### src/rtl/bcd_pkg.sv
// ---------------------------------------------------------------------------
// bcd_pkg
// Shared types and constants for the BCD-to-binary converter:
//   N_DIG_DEF / BIN_W_DEF : default digit count and binary output width
//   bcd_digit_t           : one packed BCD digit
//   state_t               : converter FSM states (IDLE, CONV)
//   BCD_DIG_MAX           : largest legal BCD digit value
//   digito_invalido()     : true when a nibble is not a legal BCD digit
// ---------------------------------------------------------------------------
package bcd_pkg;

   localparam int N_DIG_DEF = 3;
   localparam int BIN_W_DEF = 10;

   typedef logic [3:0] bcd_digit_t;

   typedef enum logic {
      IDLE = 1'b0,
      CONV = 1'b1
   } state_t;

   localparam bcd_digit_t BCD_DIG_MAX = 4'd9;

   function automatic logic digito_invalido(input bcd_digit_t dig);
      return (dig > BCD_DIG_MAX);
   endfunction

endpackage

### src/rtl/bcd_a_binario_if.sv
// ---------------------------------------------------------------------------
// bcd_a_binario_if
// Request/result bundle of the BCD-to-binary converter.
//   start   : conversion request (master -> slave)
//   bcd_in  : packed BCD word, digit 0 in bits [3:0] (master -> slave)
//   ready   : converter idle, start can be accepted (slave -> master)
//   done    : one enabled-cycle pulse, bin_out/err valid (slave -> master)
//   bin_out : binary result, held until the next done (slave -> master)
//   err     : invalid-digit flag, valid with done (slave -> master)
// ---------------------------------------------------------------------------
interface bcd_a_binario_if #(
   parameter int N_DIG = 3,
   parameter int BIN_W = 10
);
   logic                 start;
   logic [4*N_DIG-1:0]   bcd_in;
   logic                 ready;
   logic                 done;
   logic [BIN_W-1:0]     bin_out;
   logic                 err;

   modport master (
      output start, bcd_in,
      input  ready, done, bin_out, err
   );

   modport slave (
      input  start, bcd_in,
      output ready, done, bin_out, err
   );
endinterface

### src/rtl/bcd_ajuste_digito.sv
// ---------------------------------------------------------------------------
// bcd_ajuste_digito
// Per-digit correction of the reverse double-dabble step: after the right
// shift a digit that reads 8 or more carried a "ten" into the bit below it,
// which is worth 5 there instead of 8, so 3 is subtracted.
//   dig_i : digit after the shift
//   dig_o : corrected digit
// ---------------------------------------------------------------------------
module bcd_ajuste_digito
   import bcd_pkg::*;
(
   input  bcd_digit_t dig_i,
   output bcd_digit_t dig_o
);

   assign dig_o = (dig_i >= 4'd8) ? (dig_i - 4'd3) : dig_i;

endmodule

### src/rtl/bcd_a_binario.sv
// ---------------------------------------------------------------------------
// bcd_a_binario
// Sequential BCD-to-binary converter (reverse double-dabble), one bit per
// enabled clock, start/ready/done handshake.
//   clk    : clock, rising edge
//   rst    : synchronous active-high reset
//   clk_en : advances the block when 1, freezes all state when 0
//   bus    : bcd_a_binario_if.slave (start, bcd_in, ready, done, bin_out, err)
// Optional feature macro: BCD_A_BIN_CHECK_EN
//   defined   : illegal digits are rejected on the accepting edge and reported
//               one enabled edge later with done=1, err=1, bin_out=0
//   undefined : err is tied to 0 and digits are not checked
// ---------------------------------------------------------------------------
module bcd_a_binario
   import bcd_pkg::*;
#(
   parameter int N_DIG = N_DIG_DEF,
   parameter int BIN_W = BIN_W_DEF
)(
   input  logic              clk,
   input  logic              rst,
   input  logic              clk_en,
   bcd_a_binario_if.slave    bus
);

   localparam int D_W  = 4 * N_DIG;
   localparam int SR_W = 2 * D_W;
   localparam int IT_W = $clog2(D_W);
   localparam logic [IT_W-1:0] IT_LAST = IT_W'(D_W - 1);

   state_t              state_q, state_d;
   logic [SR_W-1:0]     sr_q, sr_d;
   logic [IT_W-1:0]     it_q, it_d;
   logic                done_q, done_d;
   logic [BIN_W-1:0]    bin_q, bin_d;
   logic [SR_W-1:0]     sr_shift_s;
   logic [SR_W-1:0]     sr_adj_s;

`ifdef BCD_A_BIN_CHECK_EN
   logic                err_q, err_d;
   logic                pend_q, pend_d;
   logic                bcd_invalido_s;
`endif

   // Right shift: BCD LSB falls into the binary MSB.
   assign sr_shift_s = {1'b0, sr_q[SR_W-1:1]};
   // Binary field passes through untouched; only BCD digits get corrected.
   assign sr_adj_s[D_W-1:0] = sr_shift_s[D_W-1:0];

   for (genvar g = 0; g < N_DIG; g++) begin : g_ajuste
      bcd_ajuste_digito u_ajuste (
         .dig_i (sr_shift_s[D_W + 4*g +: 4]),
         .dig_o (sr_adj_s  [D_W + 4*g +: 4])
      );
   end

`ifdef BCD_A_BIN_CHECK_EN
   // Flags any nibble of the incoming word above 9.
   always_comb begin
      bcd_invalido_s = 1'b0;
      for (int i = 0; i < N_DIG; i++) begin
         if (digito_invalido(bus.bcd_in[4*i +: 4])) begin
            bcd_invalido_s = 1'b1;
         end else begin
            bcd_invalido_s = bcd_invalido_s;
         end
      end
   end
`endif

   // Next-state and datapath decode; everything holds unless clk_en is high.
   always_comb begin
      state_d = state_q;
      sr_d    = sr_q;
      it_d    = it_q;
      done_d  = done_q;
      bin_d   = bin_q;
`ifdef BCD_A_BIN_CHECK_EN
      err_d   = err_q;
      pend_d  = pend_q;
`endif
      if (clk_en) begin
         done_d = 1'b0;
`ifdef BCD_A_BIN_CHECK_EN
         // A word rejected on the previous enabled edge is reported now.
         if (pend_q) begin
            done_d = 1'b1;
            err_d  = 1'b1;
            bin_d  = '0;
            pend_d = 1'b0;
         end else begin
            pend_d = 1'b0;
         end
`endif
         case (state_q)
            IDLE: begin
               if (bus.start) begin
`ifdef BCD_A_BIN_CHECK_EN
                  if (bcd_invalido_s) begin
                     pend_d = 1'b1;
                  end else begin
                     state_d = CONV;
                     sr_d    = {bus.bcd_in, {D_W{1'b0}}};
                     it_d    = '0;
                  end
`else
                  state_d = CONV;
                  sr_d    = {bus.bcd_in, {D_W{1'b0}}};
                  it_d    = '0;
`endif
               end else begin
                  state_d = IDLE;
               end
            end
            CONV: begin
               sr_d = sr_adj_s;
               if (it_q == IT_LAST) begin
                  state_d = IDLE;
                  it_d    = '0;
                  done_d  = 1'b1;
                  bin_d   = sr_adj_s[BIN_W-1:0];
`ifdef BCD_A_BIN_CHECK_EN
                  err_d   = 1'b0;
`endif
               end else begin
                  it_d = it_q + IT_W'(1);
               end
            end
            default: begin
               state_d = IDLE;
            end
         endcase
      end else begin
         done_d = done_q;
      end
   end

   // State and output registers with synchronous reset.
   always_ff @(posedge clk) begin
      if (rst) begin
         state_q <= IDLE;
         sr_q    <= '0;
         it_q    <= '0;
         done_q  <= 1'b0;
         bin_q   <= '0;
`ifdef BCD_A_BIN_CHECK_EN
         err_q   <= 1'b0;
         pend_q  <= 1'b0;
`endif
      end else begin
         state_q <= state_d;
         sr_q    <= sr_d;
         it_q    <= it_d;
         done_q  <= done_d;
         bin_q   <= bin_d;
`ifdef BCD_A_BIN_CHECK_EN
         err_q   <= err_d;
         pend_q  <= pend_d;
`endif
      end
   end

   assign bus.ready   = (state_q == IDLE);
   assign bus.done    = done_q;
   assign bus.bin_out = bin_q;
`ifdef BCD_A_BIN_CHECK_EN
   assign bus.err     = err_q;
`else
   assign bus.err     = 1'b0;
`endif

endmodule

### src/flat_wrapper.sv
// flat-port wrapper written by rule: the top's interface ports become plain ports
module bcd_a_binario_flat import bcd_pkg::*;
#(
   parameter int N_DIG = N_DIG_DEF,
   parameter int BIN_W = BIN_W_DEF
)
  (clk, rst, clk_en, bus_start, bus_bcd_in, bus_ready, bus_done, bus_bin_out, bus_err);
  bcd_a_binario_if #(.N_DIG(N_DIG), .BIN_W(BIN_W)) bus_i ();
  input  logic clk;
  input  logic rst;
  input  logic clk_en;
  input wire logic [$bits(bus_i.start)-1:0] bus_start;
  input wire logic [$bits(bus_i.bcd_in)-1:0] bus_bcd_in;
  output wire logic [$bits(bus_i.ready)-1:0] bus_ready;
  output wire logic [$bits(bus_i.done)-1:0] bus_done;
  output wire logic [$bits(bus_i.bin_out)-1:0] bus_bin_out;
  output wire logic [$bits(bus_i.err)-1:0] bus_err;
  assign bus_i.start = bus_start;
  assign bus_i.bcd_in = bus_bcd_in;
  assign bus_ready = bus_i.ready;
  assign bus_done = bus_i.done;
  assign bus_bin_out = bus_i.bin_out;
  assign bus_err = bus_i.err;
  bcd_a_binario #(.N_DIG(N_DIG), .BIN_W(BIN_W)) u_core (.clk(clk), .rst(rst), .clk_en(clk_en), .bus(bus_i));
endmodule
### config.mk
export PLATFORM = sky130hd
export DESIGN_NAME = bcd_a_binario_flat
export DESIGN_NICKNAME = d
export VERILOG_FILES = /design/src/rtl/bcd_pkg.sv /design/src/rtl/bcd_a_binario_if.sv /design/src/rtl/bcd_ajuste_digito.sv /design/src/rtl/bcd_a_binario.sv /design/src/flat_wrapper.sv
export SDC_FILE = /design/constraint.sdc
export NUM_CORES = 1
export LEC_CHECK = 0
export ABC_AREA = 1
export CAP_MARGIN = 25
export CORE_MARGIN = 10
export CORE_UTILIZATION = 40
export CTS_CLUSTER_SIZE = 10
export DETAILED_ROUTE_END_ITERATION = 12
export HOLD_SLACK_MARGIN = 0.02
export SLEW_MARGIN = 10
export SYNTH_ARGS = -nofsm -noshare
export SYNTH_HDL_FRONTEND = slang
export SYNTH_SLANG_ARGS = --single-unit
### constraint.sdc
create_clock -name clk -period 1.7 [get_ports clk]
set_clock_uncertainty 0.15 [all_clocks]
set_input_delay 0.255 -clock clk [delete_from_list [all_inputs] [get_ports clk]]
set_output_delay 0.255 -clock clk [all_outputs]
set_load 0.02 [all_outputs]
==> flow_summary.ini, run 1 <==
[status]
outcome = completed

[critical_path]
worst_setup_path_end_kind = output port
worst-endpoint-arrival_ns = 1.25
required_time_at_the_endpoint_of_the_critical_path_ns = 1.29
cp_num_buf_inv = 1
critical-path-max-stage-delay_ns = 0.61
rrSetupSlack_ns = 0.18
r2r_cells = 7
cpMaxStageDelayCell = sky130_fd_sc_hd__clkdlybuf4s50_1
critical_path.cell_chain = clkdlybuf4s50_1
ff_to_ff_start = u_core.it_q[0]
timing.critical_path.fanout_max = 2
start_kind = flop
worst_path_dominant_cell_family = buffers and inverters
regToRegEndpoint = u_core.bus.bin_out[8]
timing_worst_setup_path_type = flop to output port

[route]
drt_pre_antenna_iters = 6
routed-wl-met3_um = 167
ant_nets = 0
via_count = 1539
routed_length_on_met2_um = 1820
remaining_drc_errors = 0
detailed_route_iter0_violations = 86
drt-met1-wl_um = 1920
highest_routed_layer = met4
detail_route.wl_per_cell_um = 12.8
route.final.wire_length_um = 4020
routed_via_density = 4.89

[clock_network]
clkLatencyLatePin_ns = 0.30
clock_path_buffers = 2
clk_transition_reported_paths_ns = 0.08
clock_tree_from_tritoncts = done
ctsHtreeMaxLevel = 2
ctsHoldBuffers = 0
post_cts_setup_repair_bufs = 0
cts.root.buffer_cell = sky130_fd_sc_hd__clkbuf_8
clkSinkCount = 39
tritoncts.num_buffers = 5

[hold_path]
timing.hold.worst_endpoint = u_core.sr_q[10]
hold_depth = 2
timing.hold.worst.class = flop to flop
hold_path_start = u_core.sr_q[11]

[timing]
report.final.hold_viol_count = 0
finalCritPeriodShare_pct = 97.2
timing.final.setup_violations = 0
timing.setup.tns_ns = 0
timing.fmax_mhz = 605
finalMaxSlewViolations = 0
layout_min_cycle_time_ns = 1.65
unrepaired_setup_endpoints_after_global_routing = no

[power]
comb_power_share_pct = 10.1
p_leak_nw = 0.962
seqPwrFrac_pct = 45.7
power_density_over_the_cells_nw_per_um2 = 943
clock_power_share_pct = 44.2
p_total_mw = 2.12
power.switching_fraction_pct = 23.2
worst_ir_drop_vdd_uv = 664
p_int_mw = 1.63
power.switching_mw = 0.490

[cells_and_area]
drive_above_1_share_pct = 13.2
mostFrequentLayoutCells = 57 x sky130_fd_sc_hd__nand2_1, 37 x sky130_fd_sc_hd__dfxtp_1, 28 x sky130_fd_sc_hd__a21oi_1
area_growth_from_synthesis_to_layout_pct = 31.6
leading_cell_type_in_the_layout_fill_and_taps_excluded = sky130_fd_sc_hd__nand2_1
num_antenna_cells = 0
finalNetCount = 285
finish.utilization_pct = 55.3

[place]
routability_congestion_estimate_from_global_placement = 0.785
detailedPlacementHpwl_um = 2930
io_buffers = 27

[global_route]
grt.overflow.total = 0
antenna_found_initial = 0
via_count_of_the_first_global_routing_pass = 1497
wire_length_of_the_first_global_routing_pass_um = 6910
grt_use_total_pct = 11.6
grt_max_degree = 21

[synth]
yosysWarningCount = 0
synthCells = 227
yosys_register_bits = 39
yosysUniqueCellTypes = 25
synth_nets = 248
netlist_top_cells_area = sky130_fd_sc_hd__dfxtp_1 46%, sky130_fd_sc_hd__nand2_1 13%, sky130_fd_sc_hd__a21oi_1 8.2%
post_synth_instance_area_um2 = 1710
yosysTopAreaCell = sky130_fd_sc_hd__dfxtp_1
yosys.area.top_type_share_pct = 45.8
synth-seq-area-share_pct = 45.8
syn-mean-instance-area_um2 = 7.51

[floorplanning]
die_height_um = 85.3
floorplan.die.width_um = 85.3
placement_rows = 23
ios = 29
area_of_the_core_region_um2 = 4060
floorplan.die_area_um2 = 7280
floorplan.initialDensity_pct = 42.0

[flow_run]
cap_violations = 0
-- per-layer routing --
| layer | track usage, % | up-vias |
|---|---|---|
| li1 | - | 816 |
| met1 | 13.9 | 684 |
| met2 | 17.6 | 30 |
| met3 | 3.44 | 9 |
| met4 | 7.49 | 0 |
| met5 | 0 | - |
-- power groups by stage --
stage | clock [mW] | sequential, mW | combinational [mW]
floorplan | 0 | 0.980 | 0.132
detailed placement | 0 | 0.988 | 0.216
global placement | 0 | 0.988 | 0.215
finish | 0.936 | 0.968 | 0.213
global route | 1.00 | 0.972 | 0.239
CTS | 0.946 | 0.967 | 0.215
-- synth_stat cells --
| cell type | number |
|---|---|
| sky130_fd_sc_hd__a21oi_1 | 28 |
| sky130_fd_sc_hd__nor2_1 | 12 |
| sky130_fd_sc_hd__dfxtp_1 | 39 |
| sky130_fd_sc_hd__a21oi_2 | 1 |
| sky130_fd_sc_hd__conb_1 | 1 |
| sky130_fd_sc_hd__nand2_2 | 2 |
| sky130_fd_sc_hd__nor3_2 | 1 |
| sky130_fd_sc_hd__inv_4 | 1 |
| sky130_fd_sc_hd__inv_1 | 15 |
| sky130_fd_sc_hd__ha_1 | 5 |
| sky130_fd_sc_hd__o21ai_0 | 21 |
| sky130_fd_sc_hd__buf_4 | 3 |
| sky130_fd_sc_hd__a31oi_1 | 3 |
| sky130_fd_sc_hd__nand4_1 | 1 |
| sky130_fd_sc_hd__buf_6 | 3 |
| sky130_fd_sc_hd__clkinv_2 | 1 |
| sky130_fd_sc_hd__o21ai_1 | 7 |
| sky130_fd_sc_hd__inv_2 | 2 |
| sky130_fd_sc_hd__or2_2 | 1 |
| sky130_fd_sc_hd__clkbuf_1 | 4 |
| sky130_fd_sc_hd__nand2_4 | 2 |
| sky130_fd_sc_hd__a211oi_1 | 1 |
| sky130_fd_sc_hd__buf_2 | 1 |
| sky130_fd_sc_hd__nand2_1 | 57 |
| sky130_fd_sc_hd__nand3_1 | 15 |
-- cell type report --
| cell class | instances | area (µm²) |
|---|---|---|
| fillers | 385 | 1810 |
| well taps | 50 | 62.6 |
| multi-input cells | 158 | 773 |
| flip-flops and latches | 39 | 783 |
| inverters | 19 | 75.1 |
| repair buffers | 41 | 414 |
| clock inverters | 3 | 67.6 |
| clock buffers | 5 | 68.8 |
-- registers in the layout, summed over array words and instances (netlist names) --
name	cells
u_core.bus.done	1
u_core.bus.bin_out	10
u_core.it_q	4
u_core.state_q	1
u_core.sr_q	23
-- logic make-up after synthesis --
group | share of synthesized area [%]
flops | 45.8
other cells | 0.220
buf+inv | 8.88
simple gates | 23.0
fa+ha+maj | 3.67
compound gates | 18.5
-- what timing repair did --
action | in CTS | in global routing
hold endpoints to repair | 0 | 0
pin swaps | 0 | 0
gates resized for setup | 2 | 7
endpoints found under the setup margin | 1 | 9
-- worst max path at each step --
| stage | startpoint | end | slack, ns | depth (start not counted) |
|---|---|---|---|---|
| after global routing | u_core.bus.bin_out[0] | bus_bin_out[0] | 0.001 | 1 |
| after detailed placement | clk_en | u_core.bus.bin_out[0] | -0.0008 | 7 |
| after CTS | u_core.bus.bin_out[5] | bus_bin_out[5] | 0.02 | 1 |
| after floorplan | u_core.it_q[0] | u_core.bus.bin_out[7] | 0.27 | 7 |
| final | u_core.bus.done | bus_done | 0.05 | 1 |
| after global placement | clk_en | u_core.bus.bin_out[8] | 0.03 | 7 |
-- per-stage QoR --
stage	setup slack (ns)	area [µm²]	std cells	hold slack, ns
floorplan	0.275	1710	227	0.267
global route	0.00104	2240	315	0.343
CTS	0.0157	2230	315	0.315
finish	0.0479	2240	315	0.315
global placement	0.0323	2090	307	0.299
detailed placement	-0.000837	2090	307	0.303
-- tightest hold or removal path, delay by kind of cell, from the launching register on --
family,cells,cell delay (ns)
AO/OA/AOI/OAI,1,0.05
AND/OR/NAND/NOR,1,0.06
flip-flops,1,0.31
Power figures use the tool's default switching activity.
==> run 2, diff against run 1 <==
Settings changed: RECOVER_POWER set to 50, SLEW_MARGIN 10 to 20.
Clock period 1.7 ns to 1.95 ns, I/O delays scaled along.
==> run 2 against run 1 <==
- worst setup slack better by 0.11 ns
- sequential power is 13% lower
- final cell count is 1.3% lower
- final area is 5.4% lower
- global-route usage is 0.50 points lower
- clock-buffer cell count stayed put
- wire length is 2.0% lower
- non-clock buffer count is 4 lower
==> flow_summary.ini, run 2 (synthesized netlist as in run 1, its figures left out) <==
[status]
outcome = completed

[clock_network]
clock_tree_from_tritoncts = done
clk_transition_reported_paths_ns = 0.08
clkLatencyLatePin_ns = 0.29
clkSinkCount = 39
ctsHoldBuffers = 0
cts_resizes = 0
clock_path_buffers = 2
post_cts_setup_repair_bufs = 0
cts.root.buffer_cell = sky130_fd_sc_hd__clkbuf_8
ctsHtreeMaxLevel = 2
tritoncts.num_buffers = 5

[global_route]
met3_usage_pct = 2.87
wire_length_of_the_first_global_routing_pass_um = 6780
use_met2_pct = 17.2
global_route.usage.met1_pct = 13.7
grt.overflow.total = 0
global_route.peak_usage_layer = met2
via_count_of_the_first_global_routing_pass = 1434
grt_use_total_pct = 11.1
grt_max_degree = 21
antenna_found_initial = 0

[cells_and_area]
finalNetCount = 281
layout.cells.non_filler = 311
leading_cell_type_in_the_layout_fill_and_taps_excluded = sky130_fd_sc_hd__nand2_1
num_antenna_cells = 0
largest_register = u_core.sr_q
area_growth_from_synthesis_to_layout_pct = 24.5
largest_reg_flops = 23
mostFrequentLayoutCells = 59 x sky130_fd_sc_hd__nand2_1, 39 x sky130_fd_sc_hd__dfxtp_1, 28 x sky130_fd_sc_hd__a21oi_1
drive_above_1_share_pct = 10.3

[timing]
report.final.hold_viol_count = 0
finalCritPeriodShare_pct = 91.9
timing.final.setup_violations = 0
timing.setup.tns_ns = 0
layout_min_cycle_time_ns = 1.79
unrepaired_setup_endpoints_after_global_routing = no
timing.fmax_mhz = 558
finalMaxSlewViolations = 0
worst_hold_slack_ns = 0.314

[route]
ant_nets = 0
via_count = 1520
routed_via_density = 4.89
remaining_drc_errors = 0
drt_pre_antenna_iters = 4
detail_route.wl_per_cell_um = 12.7
route.final.wire_length_um = 3940
detailed_route_iter0_violations = 136

[power]
p_leak_nw = 0.795
worst_ir_drop_vdd_uv = 357
power_density_over_the_cells_nw_per_um2 = 736
p_total_mw = 1.56

[critical_path]
worst_setup_path_end_kind = output port
start_kind = flop
required_time_at_the_endpoint_of_the_critical_path_ns = 1.51
timing_worst_setup_path_type = flop to output port
r2r_cells = 6
timing.critical_path.fanout_max = 5
worst-endpoint-arrival_ns = 1.35

[floorplanning]
area_of_the_core_region_um2 = 4060
floorplan.die.width_um = 85.3
placement_rows = 23
floorplan.die_area_um2 = 7280
die_height_um = 85.3
floorplan.initialDensity_pct = 42.0
ios = 29

[place]
io_buffers = 27
detailedPlacementHpwl_um = 2900
numPlacedInstances = 303
routability_congestion_estimate_from_global_placement = 0.778

[hold_path]
hold_depth = 2
timing.hold.worst.class = flop to flop

[flow_run]
cap_violations = 0
## run 2: area by class of cell
type                    instances  area (µm²)
well taps                      50        62.6
flip-flops and latches         39         781
inverters                      19        75.1
clock buffers                   5        68.8
clock inverters                 3        20.0
repair buffers                 37         358
multi-input cells             158         758
fillers                       418        1930
## run 2: report_power, final
| part | switching (mW) | internal [mW] | total (mW) | leakage (nW) |
|---|---|---|---|---|
| registers | 0.0209 | 0.820 | 0.841 | 0.317 |
| clock network | 0.299 | 0.249 | 0.548 | 0.0402 |
| logic | 0.0961 | 0.0789 | 0.175 | 0.438 |
| total | 0.416 | 1.15 | 1.56 | 0.795 |
## run 2: metal layers
metal  wire length (µm)  vias to the layer above
met5                  0                        -
met4                 83                        0
met3                158                        7
met2               1740                       20
met1               1950                      685
li1                   -                      808
## run 2: path summary, 6_finish.rpt
kind                                     start              end  slack, ns
worst max-delay path            u_core.state_q        bus_ready       0.16
worst min-delay path            u_core.sr_q[7]   u_core.sr_q[7]       0.31
worst max register to register  u_core.state_q  u_core.sr_q[14]       0.33
worst min register to register  u_core.sr_q[7]   u_core.sr_q[7]       0.31
## run 2: critical path: stages, from the launching register on
cell and delay [ns]:
sky130_fd_sc_hd__dfxtp_1 0.38, sky130_fd_sc_hd__inv_2 0.08, sky130_fd_sc_hd__clkdlybuf4s50_1 0.60
## run 2: per-stage QoR
| stage | cell area, µm² | utilization (%) | setup slack (ns) |
|---|---|---|---|
| final | 2120 | 52.3 | 0.158 |
| after CTS | 2140 | 52.7 | 0.0971 |
| after global routing | 2120 | 52.3 | 0.0353 |
| after floorplan | 1710 | - | 0.525 |
| after global placement | 2050 | 50.5 | 0.154 |
| after detailed placement | 2050 | 50.5 | 0.0941 |
==> run 3, diff against run 2 <==
Settings changed: SYNTH_HIERARCHICAL set to 1.
Clock period 1.95 ns to 1.7 ns, I/O delays scaled along.
==> run 3 against run 2 <==
- clock power is 41% higher
- largest cell class is now multi-input combinational cells
- non-clock buffer count is 2 lower
- power is 27% higher
- hold slack worse by 0.0056 ns
- largest power group unchanged
- global-route usage hardly changed
- wire length is 1.8% higher
- sequential cell count stayed put
- final area is 9.9% higher
- first-iteration DRC count is 13% lower
- synthesized cell count is 23% higher
- final cell count is 19% higher
==> flow_summary.ini, run 3 <==
[status]
outcome = completed

[floorplanning]
ios = 29
floorplan.die_area_um2 = 7860
area_of_the_core_region_um2 = 4470
floorplan.initialDensity_pct = 42.2
placement_rows = 24
die_height_um = 88.7
floorplan.die.width_um = 88.7

[synth]
yosys_register_bits = 39
synth_commonest_cells = 105 x sky130_fd_sc_hd__nand2_1, 39 x sky130_fd_sc_hd__dfxtp_1, 37 x sky130_fd_sc_hd__nor2_1
yosys.area_share.adder_pct = 4.64
yosysTopAreaCell = sky130_fd_sc_hd__dfxtp_1
synthSimpleGateAreaFrac_pct = 31.4
syn-mean-instance-area_um2 = 6.76
postSynth.asyncResetShare_pct = 0
synthCells = 279
synth_compound_area_share_pct = 11.5
synth_xor_area_share_pct = 1.39
synth_top_family_by_area = simple AND/OR/NAND/NOR gates
post-synth-top-count-cell = sky130_fd_sc_hd__nand2_1
edff_count_synth = 0
yosysUniqueCellTypes = 21
yosys.area.top_type_share_pct = 41.4
synth-seq-area-share_pct = 41.4
post_synth_instance_area_um2 = 1890
yosys_most_used_dff = sky130_fd_sc_hd__dfxtp_1
yosysWarningCount = 6
netlist_top_cells_area = sky130_fd_sc_hd__dfxtp_1 41%, sky130_fd_sc_hd__nand2_1 21%, sky130_fd_sc_hd__nor2_1 7.4%
synthMuxAreaShare_pct = 0

[critical_path]
cpMaxStageDelayCell = sky130_fd_sc_hd__clkdlybuf4s50_1
worst_path_dominant_cell_family = buffers and inverters
worst_setup_path_end_kind = output port
cp_num_buf_inv = 1
timing.critical_path.fanout_max = 2
worst-endpoint-arrival_ns = 1.25
start_kind = flop
ff_to_ff_start = u_core/it_q[0]
required_time_at_the_endpoint_of_the_critical_path_ns = 1.29
critical-path-max-stage-delay_ns = 0.63
critical_path.cell_chain = clkdlybuf4s50_1
critical_path.startpoint = u_core/bus.done
timing_worst_setup_path_type = flop to output port

[flow_run]
cap_violations = 0

[place]
routability_congestion_estimate_from_global_placement = 0.818
io_buffers = 27
numPlacedInstances = 361
detailedPlacementHpwl_um = 2820
detailedPlace.worstSlack_ns = 0.00127

[timing]
timing.setup.tns_ns = 0
report.final.hold_viol_count = 0
finalMaxSlewViolations = 0
worst_hold_slack_ns = 0.309
unrepaired_setup_endpoints_after_global_routing = no
timing.fmax_mhz = 605
finalCritPeriodShare_pct = 97.3
finalWorstSetupSlack_ns = 0.0458
layout_min_cycle_time_ns = 1.65
timing.final.setup_violations = 0

[global_route]
antenna_found_initial = 0
via_count_of_the_first_global_routing_pass = 1556
grt.overflow.total = 0
wire_length_of_the_first_global_routing_pass_um = 6940
grt_use_total_pct = 11.1
grt_max_degree = 26

[cells_and_area]
mostFrequentLayoutCells = 106 x sky130_fd_sc_hd__nand2_1, 39 x sky130_fd_sc_hd__dfxtp_1, 37 x sky130_fd_sc_hd__nor2_1
num_antenna_cells = 0
seqCellArea_um2 = 781
layout.cells.non_filler = 369
leading_cell_type_in_the_layout_fill_and_taps_excluded = sky130_fd_sc_hd__nand2_1
drive_above_1_share_pct = 6.31
largest_register = u_core/sr_q
filler_cell_count = 460
finish.utilization_pct = 52.2
area_growth_from_synthesis_to_layout_pct = 23.7
largest_reg_flops = 23
finalNetCount = 339
multi_input_comb_area_um2 = 950

[route]
drt_pre_antenna_iters = 4
ant_nets = 0
route.final.wire_length_um = 4010
via_count = 1699
detailed_route_iter0_violations = 119
routed_via_density = 4.60
remaining_drc_errors = 0
detail_route.wl_per_cell_um = 10.9

[clock_network]
clock_path_buffers = 2
ctsHtreeMaxLevel = 2
cts.root.buffer_cell = sky130_fd_sc_hd__clkbuf_8
clkLatencyLatePin_ns = 0.30
clkSinkCount = 39
clk_transition_reported_paths_ns = 0.08
clock_tree_from_tritoncts = done
tritoncts.num_buffers = 5

[power]
p_leak_nw = 1.01
worst_ir_drop_vdd_uv = 425
power_density_over_the_cells_nw_per_um2 = 850

[hold_path]
hold_path_start = u_core/sr_q[1]
timing.hold.worst.class = flop to flop
-- run 3: worst register-to-register path: cells and delay by family (launching register included) --
family | cells | cell delay [ns]
AOI/OAI and AO/OA | 1 | 0.16
adders and majority gates | 1 | 0.23
buffers and inverters | 1 | 0.15
DFF | 1 | 0.38
and+or+nand+nor | 4 | 0.31
-- run 3: worst paths after layout --
path                                               to  slack (ns)  cells past startpoint
worst max-delay path                         bus_done        0.05                      1
worst min register to register         u_core/sr_q[1]        0.31                      2
worst min-delay path                   u_core/sr_q[1]        0.31                      2
worst max register to register  u_core/bus.bin_out[9]        0.21                      7
-- run 3: layout make-up --
| type | count | share of cell area, % |
|---|---|---|
| clock inverters | 3 | 1.88 |
| clock buffers | 5 | 2.95 |
| repair buffers | 35 | 14.2 |
| well taps | 52 | 2.79 |
| flip-flops and latches | 39 | 33.5 |
| multi-input cells | 210 | 40.7 |
| inverters | 25 | 4.02 |
-- run 3: stage by stage --
step	area (µm²)	total power, mW
after CTS	2350	2.01
after global routing	2330	2.10
after detailed placement	2230	1.24
after global placement	2230	1.24
final	2330	1.98
after floorplan	1910	1.16
-- run 3: metal layers --
metal	track usage, %	share of wire, %	up-vias	wire length, µm
li1	-	-	922	-
met1	13.7	51	734	2050
met2	16.2	41	34	1640
met3	4.60	5.8	9	234
met4	5.43	2.2	0	90
met5	0	0	-	0
-- run 3: where the power goes --
part / leakage, nW / switching [mW] / internal [mW]
clock: 0.0581 / 0.333 / 0.437
combinational: 0.634 / 0.135 / 0.101
sequential: 0.317 / 0.0336 / 0.943
-- run 3: cells by family (layout without fill, tap and decap cells) --
family / after synthesis / count (layout)
AND/OR/NAND/NOR: 151 / 151
AO/OA/AOI/OAI: 42 / 42
flip-flops: 39 / 39
buffers and inverters: 36 / 68
adder cells (fa/ha/maj): 7 / 7
XOR/XNOR: 3 / 3
other: 1 / 7
-- run 3: repair_timing --
item                       CTS  global route
hold buffers                 0             0
setup buffers                0             0
setup endpoints to repair    1             2
gates resized for setup      1             2
